File: src/rtl/branch_resolve_unit_if.sv
// Instruction/flag bundle between the issue stage and branch_resolve_unit.
// The master side issues instructions; the slave side resolves branches.
interface branch_resolve_unit_if #(
    parameter int ADDR_W = 32
);
    logic              valid_i;
    logic [1:0]        opType_i;
    logic [3:0]        opCode_i;
    logic [ADDR_W-1:0] pc_i;
    logic [ADDR_W-1:0] offset_i;
    logic [1:0]        flags_i;
    logic              cmp_issue_i;
    logic              stall_o;
    logic              flush_o;
    logic              redirect_valid_o;
    logic [ADDR_W-1:0] redirect_pc_o;
    logic              taken_o;
    logic              resolved_o;
    logic [15:0]       taken_count_o;
    logic [15:0]       branch_count_o;

    modport master (
        output valid_i, opType_i, opCode_i, pc_i, offset_i, flags_i, cmp_issue_i,
        input  stall_o, flush_o, redirect_valid_o, redirect_pc_o, taken_o,
               resolved_o, taken_count_o, branch_count_o
    );

    modport slave (
        input  valid_i, opType_i, opCode_i, pc_i, offset_i, flags_i, cmp_issue_i,
        output stall_o, flush_o, redirect_valid_o, redirect_pc_o, taken_o,
               resolved_o, taken_count_o, branch_count_o
    );
endinterface

File: src/rtl/branch_resolve_unit.sv
// Conditional-branch resolver with compare-flag interlock, PC redirect and flush.
// Define BRANCH_STATS_EN to enable the saturating taken/resolved branch counters.
module branch_resolve_unit #(
    parameter int ADDR_W       = 32,
    parameter int FLUSH_CYCLES = 2,
    parameter int FLAG_LAT     = 1
) (
    input  logic                 clk,
    input  logic                 rst,
    branch_resolve_unit_if.slave bus
);

    localparam int CNT_W  = (FLAG_LAT > 1) ? $clog2(FLAG_LAT + 1) : 1;
    localparam int FC_W   = (FLUSH_CYCLES > 1) ? $clog2(FLUSH_CYCLES) : 1;
    // The issue cycle itself is covered by cmp_issue_i, so the counter only spans the remaining cycles.
    localparam int LOAD_V = (FLAG_LAT > 0) ? (FLAG_LAT - 1) : 0;

    typedef enum logic [1:0] {
        ST_IDLE  = 2'd0,
        ST_WAIT  = 2'd1,
        ST_FLUSH = 2'd2
    } state_t;

    function automatic logic is_branch_op(input logic [3:0] op);
        logic r;
        case (op)
            4'd0, 4'd1, 4'd2, 4'd3, 4'd4, 4'd5: r = 1'b1;
            default:                            r = 1'b0;
        endcase
        return r;
    endfunction

    function automatic logic branch_taken(input logic [3:0] op, input logic [1:0] flags);
        logic r;
        case (op)
            4'd0:    r = 1'b1;
            4'd1:    r = flags[0];
            4'd2:    r = !flags[0];
            4'd3:    r = flags[1];
            4'd4:    r = !flags[1];
            4'd5:    r = !flags[1] && !flags[0];
            default: r = 1'b0;
        endcase
        return r;
    endfunction

    state_t            state_q;
    logic [CNT_W-1:0]  cnt_q, cnt_d;
    logic [FC_W-1:0]   fcnt_q;
    logic [3:0]        op_q;
    logic [ADDR_W-1:0] pc_q, off_q;
    logic              flush_q, redirect_valid_q, taken_q, resolved_q;
    logic [ADDR_W-1:0] redirect_pc_q;

    logic              hazard_s, is_br_s, capture_s, resolve_s, taken_s, stall_s;
    logic [3:0]        res_op_s;
    logic [ADDR_W-1:0] res_pc_s, res_off_s, target_s;

    // Hazard counter next state: a compare reloads it, otherwise it drains to zero
    always_comb begin
        cnt_d = cnt_q;
        if (FLAG_LAT == 0) begin
            cnt_d = {CNT_W{1'b0}};
        end else if (bus.cmp_issue_i) begin
            cnt_d = CNT_W'(LOAD_V);
        end else if (cnt_q != {CNT_W{1'b0}}) begin
            cnt_d = cnt_q - CNT_W'(1'b1);
        end else begin
            cnt_d = cnt_q;
        end
    end

    // Hazard counter register
    always_ff @(posedge clk or negedge rst) begin
        if (!rst) begin
            cnt_q <= {CNT_W{1'b0}};
        end else begin
            cnt_q <= cnt_d;
        end
    end

    assign hazard_s  = (FLAG_LAT != 0) && (bus.cmp_issue_i || (cnt_q != {CNT_W{1'b0}}));
    assign is_br_s   = bus.valid_i && (bus.opType_i == 2'b10) && is_branch_op(bus.opCode_i);
    assign capture_s = (state_q == ST_IDLE) && is_br_s && hazard_s;
    assign resolve_s = ((state_q == ST_IDLE) && is_br_s && !hazard_s) ||
                       ((state_q == ST_WAIT) && !hazard_s);

    assign res_op_s  = (state_q == ST_WAIT) ? op_q  : bus.opCode_i;
    assign res_pc_s  = (state_q == ST_WAIT) ? pc_q  : bus.pc_i;
    assign res_off_s = (state_q == ST_WAIT) ? off_q : bus.offset_i;
    assign taken_s   = branch_taken(res_op_s, bus.flags_i);
    assign target_s  = res_pc_s + res_off_s;

    // Stall is combinational so the issue stage holds the branch in the cycle it is parked
    always_comb begin
        stall_s = 1'b0;
        case (state_q)
            ST_IDLE:  stall_s = is_br_s && hazard_s;
            ST_WAIT:  stall_s = hazard_s;
            ST_FLUSH: stall_s = 1'b1;
            default:  stall_s = 1'b0;
        endcase
    end

    // Resolution FSM with registered one-cycle result pulses and flush window
    always_ff @(posedge clk or negedge rst) begin
        if (!rst) begin
            state_q          <= ST_IDLE;
            fcnt_q           <= {FC_W{1'b0}};
            op_q             <= 4'h0;
            pc_q             <= {ADDR_W{1'b0}};
            off_q            <= {ADDR_W{1'b0}};
            flush_q          <= 1'b0;
            redirect_valid_q <= 1'b0;
            taken_q          <= 1'b0;
            resolved_q       <= 1'b0;
            redirect_pc_q    <= {ADDR_W{1'b0}};
        end else begin
            redirect_valid_q <= 1'b0;
            taken_q          <= 1'b0;
            resolved_q       <= 1'b0;
            case (state_q)
                ST_IDLE: begin
                    if (capture_s) begin
                        op_q    <= bus.opCode_i;
                        pc_q    <= bus.pc_i;
                        off_q   <= bus.offset_i;
                        state_q <= ST_WAIT;
                    end
                end
                ST_WAIT: state_q <= ST_WAIT;
                ST_FLUSH: begin
                    if (fcnt_q == {FC_W{1'b0}}) begin
                        state_q <= ST_IDLE;
                        flush_q <= 1'b0;
                    end else begin
                        fcnt_q <= fcnt_q - FC_W'(1'b1);
                    end
                end
                default: state_q <= ST_IDLE;
            endcase
            if (resolve_s) begin
                resolved_q <= 1'b1;
                if (taken_s) begin
                    redirect_valid_q <= 1'b1;
                    taken_q          <= 1'b1;
                    redirect_pc_q    <= target_s;
                    flush_q          <= 1'b1;
                    fcnt_q           <= FC_W'(FLUSH_CYCLES - 1);
                    state_q          <= ST_FLUSH;
                end else begin
                    state_q <= ST_IDLE;
                end
            end
        end
    end

    assign bus.stall_o          = stall_s;
    assign bus.flush_o          = flush_q;
    assign bus.redirect_valid_o = redirect_valid_q;
    assign bus.redirect_pc_o    = redirect_pc_q;
    assign bus.taken_o          = taken_q;
    assign bus.resolved_o       = resolved_q;

`ifdef BRANCH_STATS_EN
    logic [15:0] taken_cnt_q, branch_cnt_q;

    // Saturating counters, updated on the same edge that raises the result pulses
    always_ff @(posedge clk or negedge rst) begin
        if (!rst) begin
            taken_cnt_q  <= 16'h0000;
            branch_cnt_q <= 16'h0000;
        end else begin
            if (resolve_s && (branch_cnt_q != 16'hFFFF)) begin
                branch_cnt_q <= branch_cnt_q + 16'd1;
            end
            if (resolve_s && taken_s && (taken_cnt_q != 16'hFFFF)) begin
                taken_cnt_q <= taken_cnt_q + 16'd1;
            end
        end
    end

    assign bus.taken_count_o  = taken_cnt_q;
    assign bus.branch_count_o = branch_cnt_q;
`else
    assign bus.taken_count_o  = 16'h0000;
    assign bus.branch_count_o = 16'h0000;
`endif

endmodule

File: src/flat_wrapper.sv
// flat-port wrapper written by rule: the top's interface ports become plain ports
module branch_resolve_unit_flat 
#(
    parameter int ADDR_W       = 32,
    parameter int FLUSH_CYCLES = 2,
    parameter int FLAG_LAT     = 1
)
  (clk, rst, bus_valid_i, bus_opType_i, bus_opCode_i, bus_pc_i, bus_offset_i, bus_flags_i, bus_cmp_issue_i, bus_stall_o, bus_flush_o, bus_redirect_valid_o, bus_redirect_pc_o, bus_taken_o, bus_resolved_o, bus_taken_count_o, bus_branch_count_o);
  branch_resolve_unit_if #(.ADDR_W(ADDR_W)) bus_i ();
  input  logic clk;
  input  logic rst;
  input wire logic [$bits(bus_i.valid_i)-1:0] bus_valid_i;
  input wire logic [$bits(bus_i.opType_i)-1:0] bus_opType_i;
  input wire logic [$bits(bus_i.opCode_i)-1:0] bus_opCode_i;
  input wire logic [$bits(bus_i.pc_i)-1:0] bus_pc_i;
  input wire logic [$bits(bus_i.offset_i)-1:0] bus_offset_i;
  input wire logic [$bits(bus_i.flags_i)-1:0] bus_flags_i;
  input wire logic [$bits(bus_i.cmp_issue_i)-1:0] bus_cmp_issue_i;
  output wire logic [$bits(bus_i.stall_o)-1:0] bus_stall_o;
  output wire logic [$bits(bus_i.flush_o)-1:0] bus_flush_o;
  output wire logic [$bits(bus_i.redirect_valid_o)-1:0] bus_redirect_valid_o;
  output wire logic [$bits(bus_i.redirect_pc_o)-1:0] bus_redirect_pc_o;
  output wire logic [$bits(bus_i.taken_o)-1:0] bus_taken_o;
  output wire logic [$bits(bus_i.resolved_o)-1:0] bus_resolved_o;
  output wire logic [$bits(bus_i.taken_count_o)-1:0] bus_taken_count_o;
  output wire logic [$bits(bus_i.branch_count_o)-1:0] bus_branch_count_o;
  assign bus_i.valid_i = bus_valid_i;
  assign bus_i.opType_i = bus_opType_i;
  assign bus_i.opCode_i = bus_opCode_i;
  assign bus_i.pc_i = bus_pc_i;
  assign bus_i.offset_i = bus_offset_i;
  assign bus_i.flags_i = bus_flags_i;
  assign bus_i.cmp_issue_i = bus_cmp_issue_i;
  assign bus_stall_o = bus_i.stall_o;
  assign bus_flush_o = bus_i.flush_o;
  assign bus_redirect_valid_o = bus_i.redirect_valid_o;
  assign bus_redirect_pc_o = bus_i.redirect_pc_o;
  assign bus_taken_o = bus_i.taken_o;
  assign bus_resolved_o = bus_i.resolved_o;
  assign bus_taken_count_o = bus_i.taken_count_o;
  assign bus_branch_count_o = bus_i.branch_count_o;
  branch_resolve_unit #(.ADDR_W(ADDR_W), .FLUSH_CYCLES(FLUSH_CYCLES), .FLAG_LAT(FLAG_LAT)) u_core (.clk(clk), .rst(rst), .bus(bus_i));
endmodule
File: config.mk
export PLATFORM = sky130hd
export DESIGN_NAME = branch_resolve_unit_flat
export DESIGN_NICKNAME = d
export VERILOG_FILES = /design/src/rtl/branch_resolve_unit_if.sv /design/src/rtl/branch_resolve_unit.sv /design/src/flat_wrapper.sv
export SDC_FILE = /design/constraint.sdc
export NUM_CORES = 1
export LEC_CHECK = 0
export CORE_MARGIN = 2
export CORE_UTILIZATION = 50
export CTS_CLUSTER_DIAMETER = 80
export DETAILED_ROUTE_END_ITERATION = 12
export GPL_TIMING_DRIVEN = 0
export PLACE_DENSITY = 0.79
export SYNTH_ARGS = -nofsm -noshare
export SYNTH_HDL_FRONTEND = slang
export SYNTH_SLANG_ARGS = --single-unit
File: constraint.sdc
create_clock -name clk -period 7.01 [get_ports clk]
set_input_delay 1.402 -clock clk [delete_from_list [all_inputs] [get_ports clk]]
set_output_delay 1.402 -clock clk [all_outputs]
set_load 0.005 [all_outputs]
==> impl_results.md <==
- Status: complete, no violations
- WL final: 15.60 mm
- Detailed-router iteration count before antenna repair: 4
- Layout area overhead: 26.61%
- Main area contributors after synthesis: dfrtp_1, mux2_2, ha_1, buf_4, mux2_1
- Max-cap viol count: 0
- Skew final: 0.008896 ns
- First-pass GRT wire length: 25.68 mm
- Worst slew pin tran: 0.7583 ns
- GR Util met3: 4.895%
- Pwr Density: 244.7 nW/um2
- Syn Inst Count: 586
- CP endpoint kind: flop
- Design Power: 2.081 mW
- Post-synth EDFFs: 0
- Seq/Total Area, Yosys: 39.48%
- CTS clock-pin slew for the worst setup and hold paths: 0.07 ns
- Cts hold-fix bufs: 0
- Routed length per instance: 16.92 um
- Seq pwr share: 42.4%
- Fraction of layout instances using a drive strength above 1: 27.35%
- CORE AREA: 13190 um2
- Worst EP arrival: 4.95 ns
- Pin count of the biggest net entering global routing: 69
- Seq cells post-synth: 106
- Worst-case clock buffer depth: 2
- Cell Area, Synth: 6719 um2
- Final worst path period need: 4.710 ns
- Iteration-0 DRC Markers: 252
- Total gr overflow: 0
- Initial antenna violation count: 0
- Clock power share: 25.1%
- Crit Path Class: reg2reg
- Distinct cell type count of the synthesized netlist: 63
- Drt drc: 0
- Final Core Density: 64.49%
- Total track usage: 22.64%
- Die span in y: 119.9 um
- Post_cts resized: 0
- Synthesized area per cell: 11.47 um2
- Initial core utilization: 50.94%
- Routability cong.: 0.9105
- Final setup TNS: 0 ns
- Final Hold Viols: 0
- PortBufs: 112
- GR peak layer: met2
- Die area: 14380 um2
- CTS tree: done
- Area leader, netlist: dfrtp_1
- Htree depth: 3
- Max FO, Critical Path: 10
- Switching Share: 28.36%
- DP HPWL: 11.82 mm
- Die X: 119.9 um
- Io pins: 145
- Fin crit share: 67.19%
- Peak VDD IR: 217.6 uV
- Clk_lat worst skew: 0.36 ns
- WP data required: 7.25 ns
- Vias in the first global route: 5070
- Most frequent cell after synthesis: mux2_2
- Comb pwr share: 32.5%
- Pleak: 3.929 nW
- Routed vias/inst: 5.437
- Worst rel slew slack: 49.45%
- RSZ-0062 raised after global routing: no
- Int Pwr: 1.491 mW
- Site Rows: 42
- # setup viols final: 0
- Hold WS: 0.4956 ns
- Antenna viol nets, final: 0
- M2 GR Usage: 39.38%
- M1 GR Usage: 28.25%
- Antenna cells: 0
- Max-slew violation count: 0
- Area share of the leading cell type in the synthesized netlist: 39.48%
- Worst setup SP type: flop
- Clock root cell: clkbuf_16
- Net switching power: 0.5903 mW
- Synth async-reset ratio: 100.0%
- Via count: 5013
- Postcts setup bufs: 0
- Most frequent cells after synthesis: mux2_2, dfrtp_1, buf_4
- Nets: 849
- Clock sinks: 106
- Max Fclk: 0.2123 GHz
- Yosys warns: 0
- CTS Buf Count: 9
- Dominant synthesized flop cell: dfrtp_1
- Hold Crit Class: reg2reg
[cells in the final DEF, fill, tap and decap left out, drive strengths merged, types with 3 or more instances in the layout]
cell           instances
mux2                 155
clkdlybuf4s50        111
dfrtp                106
buf                   46
a21oi                 34
conb                  32
ha                    31
nand2                 28
a21o                  23
clkbuf                23
nor2                  20
xnor2                 16
o21ai                 14
inv                   11
xor2                  10
nand2b                 7
nand4                  6
mux2i                  5
a221o                  4
o21bai                 4
o211ai                 4
o31ai                  4
clkinv                 4
a21boi                 3
nor3                   3
nor2b                  3
o311ai                 3
a31oi                  3
[area by class of cell]
| class | instances | area (um2) |
|---|---|---|
| clock inverter | 5 | 52.55 |
| inverter | 12 | 50.05 |
| fill | 1068 | 4683 |
| multi-input combinational | 443 | 3779 |
| sequential | 106 | 2653 |
| clock buffer | 11 | 252.7 |
| buffer | 56 | 354.1 |
| tap | 176 | 220.2 |
| timing repair buffer | 113 | 1146 |
[power by group through the flow]
stage	clock, mW	sequential (mW)	combinational [mW]
after global routing	0.557	0.902	0.738
final	0.522	0.884	0.676
after CTS	0.529	0.884	0.679
after floorplan	0	0.871	0.370
after global placement	0	0.884	0.651
after detailed placement	0	0.894	0.673
[routing by layer]
| layer | part of all wire [%] | vias to the layer above |
|---|---|---|
| met3 | 5.1 | 23 |
| met2 | 50 | 165 |
| met1 | 43 | 2443 |
| met4 | 2.1 | 0 |
| li1 | - | 2382 |
| met5 | 0 | - |
[stage by stage]
step	cells	cell area, um2	setup WS [ns]
2_1_floorplan	617	6835	3.239
3_3_place_gp	905	8177	0.5550
3_5_place_dp	906	8202	2.297
4_1_cts	922	8507	2.351
5_1_grt	922	8507	2.051
6_report	922	8507	2.300
[critical path, stage by stage (launching register included)]
cell      delay, ns
dfrtp_1        0.43
nand2b_2       0.15
clkbuf_1       0.51
clkbuf_1       0.56
mux2_2         0.28
ha_1           0.16
inv_1          0.06
fa_1           0.42
nand2b_1       0.19
a21oi_1        0.19
o211ai_1       0.17
a21oi_1        0.30
o31ai_1        0.18
o31ai_1        0.55
xor2_1         0.13
mux2_1         0.31
[state kept, by name, summed over array words and instances (netlist names)]
signal	flops
u_core.off_q	32
u_core.bus.redirect_pc_o	32
u_core.fcnt_q	1
u_core.pc_q	32
u_core.bus.resolved_o	1
u_core.state_q	2
u_core.bus.flush_o	1
u_core.bus.redirect_valid_o	1
u_core.op_q	4
[path summary, 6_finish.rpt]
check                                                      endpoint  slack, ns  depth (start not counted)                                     start
max in group asynchronous  u_core.bus.redirect_pc_o[21]$_DFFE_PN0P_       5.28                          2                                       rst
setup / recovery           u_core.bus.redirect_pc_o[20]$_DFFE_PN0P_       2.30                         15             u_core.state_q[0]$_DFFE_PN0P_
hold reg to reg            u_core.bus.redirect_pc_o[11]$_DFFE_PN0P_       0.50                          1  u_core.bus.redirect_pc_o[11]$_DFFE_PN0P_
hold / removal             u_core.bus.redirect_pc_o[11]$_DFFE_PN0P_       0.50                          1  u_core.bus.redirect_pc_o[11]$_DFFE_PN0P_
setup reg to reg           u_core.bus.redirect_pc_o[20]$_DFFE_PN0P_       2.30                         15             u_core.state_q[0]$_DFFE_PN0P_
min in group asynchronous              u_core.off_q[21]$_DFFE_PN0P_       1.01                          1                                       rst
[kinds of logic (layout without fill, tap and decap cells)]
kind of cell	Yosys count	in the layout	share of synthesized area, %
AO/OA/AOI/OAI	112	112	12.24
XOR/XNOR	26	26	3.389
adder cells (fa/ha/maj)	32	32	6.071
buffers and inverters	68	197	6.015
flip-flops	106	106	39.48
multiplexers	160	160	26.89
other	1	32	0.05581
AND/OR/NAND/NOR	81	81	5.866
No activity file was read; power rests on OpenSTA's default activity.
